==> config.mk <==
export PLATFORM = sky130hd
export DESIGN_NAME = cache_fill_responder
export DESIGN_NICKNAME = d
export VERILOG_FILES = /design/src/rtl/multicore_pkg.sv /design/src/rtl/cache_fill_responder_fill_skid_buf.sv /design/src/rtl/cache_fill_responder.sv
export SDC_FILE = /design/constraint.sdc
export NUM_CORES = 1
export LEC_CHECK = 0
export CELL_PAD_IN_SITES_DETAIL_PLACEMENT = 1
export CELL_PAD_IN_SITES_GLOBAL_PLACEMENT = 1
export CORE_MARGIN = 3
export CORE_UTILIZATION = 40
export CTS_CLUSTER_SIZE = 30
export DETAILED_ROUTE_END_ITERATION = 12
export GPL_TIMING_DRIVEN = 0
export PLACE_DENSITY = 0.84
export SLEW_MARGIN = 20
export SYNTH_ARGS = -nofsm -noshare
export SYNTH_HDL_FRONTEND = slang
export SYNTH_SLANG_ARGS = --single-unit
==> constraint.sdc <==
create_clock -name clk -period 4.9 [get_ports clk]
set_input_delay 1.47 -clock clk [delete_from_list [all_inputs] [get_ports clk]]
set_output_delay 1.47 -clock clk [all_outputs]
set_load 0.01 [all_outputs]
==> src/rtl/multicore_pkg.sv <==
`default_nettype none
// ============================================================================
// Module      : multicore_pkg
// Description : Shared cache/memory geometry plus the types used by the
//               block-fill responder (line, index, buffered beat, FSM state).
// Revision    : 1.0 - initial release
// ============================================================================
package multicore_pkg;

  localparam int LINES_PER_BLK = 256;
  localparam int LINE_SIZE     = 32;
  localparam int OFFSET        = 2;
  localparam int BLOCK_SIZE    = 1024;

  localparam int IDX_W         = $clog2(LINES_PER_BLK);
  localparam int BLK_OFFSET    = $clog2(BLOCK_SIZE);

  typedef logic [LINE_SIZE-1:0] line_t;
  typedef logic [IDX_W-1:0]     idx_t;

  // One response beat as held in the output buffer.
  typedef struct packed {
    line_t data;
    idx_t  idx;
    logic  last;
  } beat_t;

  typedef enum logic [1:0] {
    FILL_IDLE   = 2'd0,
    FILL_STREAM = 2'd1,
    FILL_DRAIN  = 2'd2
  } fill_state_e;

endpackage
`default_nettype wire

==> src/rtl/cache_fill_responder_fill_skid_buf.sv <==
`default_nettype none
// ============================================================================
// Module      : fill_skid_buf
// Description : Two-entry FIFO of response beats. Absorbs the RAM read
//               latency so the response channel can stall without losing
//               data. Flush empties it in one edge.
// Revision    : 1.0 - initial release
// ============================================================================
module fill_skid_buf
  import multicore_pkg::*;
(
  input  logic       clk,
  input  logic       rst,
  input  logic       push,
  input  beat_t      push_beat,
  input  logic       pop,
  input  logic       flush,
  output beat_t      head_beat,
  output logic [1:0] count
);

  beat_t      ent_q [2];
  beat_t      ent_d [2];
  logic       wr_ptr_q, wr_ptr_d;
  logic       rd_ptr_q, rd_ptr_d;
  logic [1:0] count_q, count_d;
  logic       pop_ok;
  logic       push_ok;

  // Next-state: a pop frees a slot in the same edge, so push into a full
  // buffer is legal when it coincides with a pop.
  always_comb begin
    ent_d    = ent_q;
    wr_ptr_d = wr_ptr_q;
    rd_ptr_d = rd_ptr_q;
    count_d  = count_q;
    pop_ok   = pop && (count_q != 2'd0);
    push_ok  = push && ((count_q != 2'd2) || pop_ok);
    if (flush) begin
      wr_ptr_d = 1'b0;
      rd_ptr_d = 1'b0;
      count_d  = 2'd0;
    end else begin
      if (push_ok) begin
        ent_d[wr_ptr_q] = push_beat;
        wr_ptr_d        = ~wr_ptr_q;
      end
      if (pop_ok) begin
        rd_ptr_d = ~rd_ptr_q;
      end
      count_d = count_q + {1'b0, push_ok} - {1'b0, pop_ok};
    end
  end

  // Storage and pointers; entries clear on reset so the head reads zero.
  always_ff @(posedge clk or posedge rst) begin
    if (rst) begin
      ent_q[0] <= '0;
      ent_q[1] <= '0;
      wr_ptr_q <= 1'b0;
      rd_ptr_q <= 1'b0;
      count_q  <= 2'd0;
    end else begin
      ent_q    <= ent_d;
      wr_ptr_q <= wr_ptr_d;
      rd_ptr_q <= rd_ptr_d;
      count_q  <= count_d;
    end
  end

  assign head_beat = ent_q[rd_ptr_q];
  assign count     = count_q;

endmodule
`default_nettype wire

==> src/rtl/cache_fill_responder.sv <==
`default_nettype none
// ============================================================================
// Module      : cache_fill_responder
// Description : Accepts one block-fill request, reads the 256 lines of the
//               block from a 1-cycle-latency word RAM and streams them out
//               in index order over a valid/ready channel. Abort flushes.
// Revision    : 1.0 - initial release
// ============================================================================
module cache_fill_responder
  import multicore_pkg::*;
#(
  parameter int MEM_WORDS  = 16384,
  parameter int MEM_ADDR_W = $clog2(MEM_WORDS)
) (
  input  logic                  clk,
  input  logic                  rst,
  input  logic                  req_valid,
  output logic                  req_ready,
  input  logic [31:0]           req_addr,
  input  logic                  abort,
  output logic                  mem_en,
  output logic [MEM_ADDR_W-1:0] mem_addr,
  input  logic [LINE_SIZE-1:0]  mem_rdata,
  output logic                  rsp_valid,
  input  logic                  rsp_ready,
  output logic [LINE_SIZE-1:0]  rsp_data,
  output logic [IDX_W-1:0]      rsp_idx,
  output logic                  rsp_last
);

  localparam int   BASE_W   = 32 - BLK_OFFSET;
  localparam idx_t LAST_IDX = IDX_W'(LINES_PER_BLK - 1);

  fill_state_e         state_q, state_d;
  idx_t                issue_cnt_q, issue_cnt_d;
  logic [BASE_W-1:0]   blk_base_q, blk_base_d;
  logic                inflight_q, inflight_d;
  idx_t                inflight_idx_q, inflight_idx_d;

  logic [1:0]          buf_count;
  beat_t               head_beat;
  beat_t               push_beat;
  logic                accept;
  logic                rsp_fire;
  logic                issue;
  logic [BASE_W+IDX_W-1:0] word_addr;

  // Handshakes, read issue and next state. Issue counts the beat leaving
  // this edge as already gone so the stream sustains one beat per cycle
  // while never holding more than two reads buffered or in flight.
  always_comb begin
    state_d        = state_q;
    issue_cnt_d    = issue_cnt_q;
    blk_base_d     = blk_base_q;
    rsp_valid      = (buf_count != 2'd0);
    rsp_fire       = rsp_valid && rsp_ready;
    req_ready      = (state_q == FILL_IDLE);
    accept         = req_valid && req_ready && !abort;
    issue          = (state_q == FILL_STREAM) && !abort &&
                     (({1'b0, buf_count} + {2'b00, inflight_q} - {2'b00, rsp_fire}) < 3'd2);
    inflight_d     = issue;
    inflight_idx_d = issue ? issue_cnt_q : inflight_idx_q;
    if (abort) begin
      state_d = FILL_IDLE;
    end else begin
      case (state_q)
        FILL_IDLE: begin
          if (accept) begin
            state_d     = FILL_STREAM;
            issue_cnt_d = '0;
            blk_base_d  = BASE_W'(req_addr >> BLK_OFFSET);
          end
        end
        FILL_STREAM: begin
          if (issue) begin
            issue_cnt_d = issue_cnt_q + 1'b1;
            if (issue_cnt_q == LAST_IDX) begin
              state_d = FILL_DRAIN;
            end
          end
        end
        FILL_DRAIN: begin
          if (rsp_fire && head_beat.last) begin
            state_d = FILL_IDLE;
          end
        end
        default: state_d = FILL_IDLE;
      endcase
    end
  end

  // RAM address is the block-aligned line address wrapped to the RAM depth.
  always_comb begin
    word_addr      = {blk_base_q, issue_cnt_q};
    mem_en         = issue;
    mem_addr       = MEM_ADDR_W'(word_addr);
    push_beat.data = mem_rdata;
    push_beat.idx  = inflight_idx_q;
    push_beat.last = (inflight_idx_q == LAST_IDX);
    rsp_data       = head_beat.data;
    rsp_idx        = head_beat.idx;
    rsp_last       = head_beat.last;
  end

  // Control state registers.
  always_ff @(posedge clk or posedge rst) begin
    if (rst) begin
      state_q        <= FILL_IDLE;
      issue_cnt_q    <= '0;
      blk_base_q     <= '0;
      inflight_q     <= 1'b0;
      inflight_idx_q <= '0;
    end else begin
      state_q        <= state_d;
      issue_cnt_q    <= issue_cnt_d;
      blk_base_q     <= blk_base_d;
      inflight_q     <= inflight_d;
      inflight_idx_q <= inflight_idx_d;
    end
  end

  fill_skid_buf u_skid_buf (
    .clk       (clk),
    .rst       (rst),
    .push      (inflight_q),
    .push_beat (push_beat),
    .pop       (rsp_fire),
    .flush     (abort),
    .head_beat (head_beat),
    .count     (buf_count)
  );

endmodule
`default_nettype wire

==> flow_metrics.tcl <==
set metrics [dict create \
    outcome "finished, final reports clean" \
    routed_wl_um 12700 \
    fin_skew_ps 6.90 \
    holdBufCountCts 0 \
    fin_nets 554 \
    period_minus_slack_ps 4830 \
    rsz0062_at_grt "no" \
    die-area_um2 14400 \
    tightest_slew_ps 700 \
    fp-row-count 40 \
    slew_viol_final 0 \
    initial_core_util_pct 42.0 \
    h-tree-depth 3 \
    leakage_nw 3.16 \
    cp.arrival_ps 3360 \
    cts_tree "built" \
    grt_overflow 0 \
    crit_chain "buf_2 > o21a_1 > ha_1 > nand2b_1 > fa_1 > and4bb_2 > nand2_2 > buf_6 > inv_2 > buf_2" \
    drt_first_pass_iters 4 \
    antenna_found_initial 0 \
    synth.ff_latch_count 111 \
    crit_top_cell "buf_2" \
    endpoint_kind "output pin" \
    timing.rr.end "issue_cnt_q[5]" \
    wire_per_inst_um 19.5 \
    slew-limit-headroom_pct 53.3 \
    place_inst 632 \
    cts_sinks 111 \
    cap_violations 0 \
    netlist_instances 363 \
    num_vias 3371 \
    root_buffer "clkbuf_16" \
    start_kind "primary input" \
    cpMaxStageDelayCell "fa_1" \
    path_max_fanout 3 \
    first_global_vias 3823 \
    area_delta_synth_final_pct 30.9 \
    p_per_area_nw_per_um2 575 \
    criticalPathCategory "in -> out" \
    core_area_um2 12400 \
    vias_per_cell 5.16 \
    whs_ps 489 \
    io_pins 127 \
    finalSetupViolCount 0 \
    syn_nets 437 \
    synth_edf_count 0 \
    yosysWarnings 0 \
    numCtsBuffers 9 \
    die_w_um 120 \
    grtUsageTotal_pct 18.5 \
    crit_end "mem_en" \
    synth_cell_types 48 \
    ir_drop_mv 0.214 \
    r2r_slack_ps 2040 \
    netlist_area_um2 5190 \
    ff2ff_path_depth 8 \
    reg2reg_from "u_skid_buf.count[1]" \
    required_ps 3430 \
    min_path_type "reg -> reg" \
    clk_path_buf_depth 2 \
    avgSynthCellArea_um2 14.3 \
    drc 0 \
    finalCritPeriodShare_pct 98.5 \
    ant_nets 0 \
    port-buffer-count 100 \
    async_flop_share_pct 100 \
    cts.clk_slew.worst_paths_ps 70 \
    fin_util_pct 54.9 \
    finalHoldViolations 0 \
    cp-startpoint "rsp_ready" \
    synth_top_cell_by_area "dfrtp_1" \
    slowest_delay_ps 520 \
    gp_congestion 0.773 \
    synth_most_common_cell "dfrtp_1" \
    drive_gt1_share_pct 36.1 \
    first_iter_violations 81 \
    seq_area_frac_synth_pct 53.6 \
    insertion_delay_ps 350 \
    synthFlopType "dfrtp_1" \
    synthTopCellsByArea "dfrtp_1, mux2_2, mux2_4" \
    instances_no_fill 653 \
    fmax_mhz 207 \
    synth_top_area_share_pct 53.6 \
    fp.dieH_um 120 \
    n_antenna_cell 0 \
    grt_first_pass_wirelength_um 20800 \
    grt_max_degree 66 \
    hpwl_um 8920 \
    yosys-top-cells-count "dfrtp_1, mux2_2, mux2_4" \
]
-- per-layer routing --
metal  part of all wire, %  GRT usage (%)
met1                    42           23.0
met2                    53           32.3
met3                   4.3           5.42
met4                  0.84           3.51
met5                     0              0
-- cell type report --
cell class                      instances  area [um2]
Timing Repair Buffer                  106        1060
Tap cell                              168         210
Multi-Input combinational cell        221        2260
Clock buffer                           13         270
Inverter                               11        46.3
Buffer                                 20         130
Fill cell                            1255        5570
Sequential cell                       111        2780
Clock inverter                          3        40.0
-- where the power goes --
group,switching (mW),total [mW],internal (mW)
clock network,0.324,0.762,0.437
registers,0.211,1.45,1.24
logic,0.662,1.69,1.03
-- per-stage QoR --
stage | setup TNS (ps) | total power, mW | worst slack (ps) | cell area, um2
after CTS | 0 | 3.97 | 48.2 | 6780
final | 0 | 3.90 | 73.7 | 6790
after floorplan | 0 | 2.37 | 286 | 5190
after global routing | 0 | 4.15 | 10.0 | 6790
after global placement | -118750 | 3.01 | -1110 | 6400
after detailed placement | -1150 | 3.12 | -1150 | 6430
-- state kept, by name, summed over array words and instances (netlist names) --
signal,cells
inflight_q,1
u_skid_buf.wr_ptr_q,1
state_q,2
u_skid_buf.count,2
u_skid_buf.ent_q,82
u_skid_buf.rd_ptr_q,1
inflight_idx_q,8
blk_base_q,6
issue_cnt_q,8
-- what timing repair did --
action	CTS	global route
resized for setup	13	0
setup endpoints to repair	1	1
setup buffers	5	0
pin swaps	2	1
hold endpoints to repair	0	0
-- worst max-delay path, delay by kind of cell --
kind	cells	cell delay [ps]
AND/OR/NAND/NOR	3	500
AO/OA/AOI/OAI	1	180
adder cells (fa/ha/maj)	2	760
buffers and inverters	4	450
-- cell families after synthesis --
family	Yosys count	synth area share, %
mux	133	31.7
flops	111	53.6
simple gates	57	6.30
buf+inv	31	3.18
compound gates	21	3.04
xor+xnor	5	0.845
fa+ha+maj	5	1.35
-- how the worst min path moves through the flow --
stage	to	slack [ps]	from	cells past startpoint
after CTS	blk_base_q[3]	500	blk_base_q[3]	2
after global routing	u_skid_buf.ent_q[26]	520	u_skid_buf.ent_q[26]	1
final	blk_base_q[3]	490	blk_base_q[3]	2
after global placement	blk_base_q[5]	460	blk_base_q[5]	2
after detailed placement	blk_base_q[4]	480	blk_base_q[4]	2
after floorplan	u_skid_buf.ent_q[44]	450	u_skid_buf.ent_q[44]	1
-- cells in the final DEF, fill, tap and decap left out, types with 7 or more instances in the layout --
cell type        instances
mux2_2                  89
inv_1                    9
clkbuf_16                9
nand2_1                 22
clkdlybuf4s50_1         98
mux2_4                  40
dfrtp_1                111
buf_2                    7
Power figures use the tool's default switching activity.
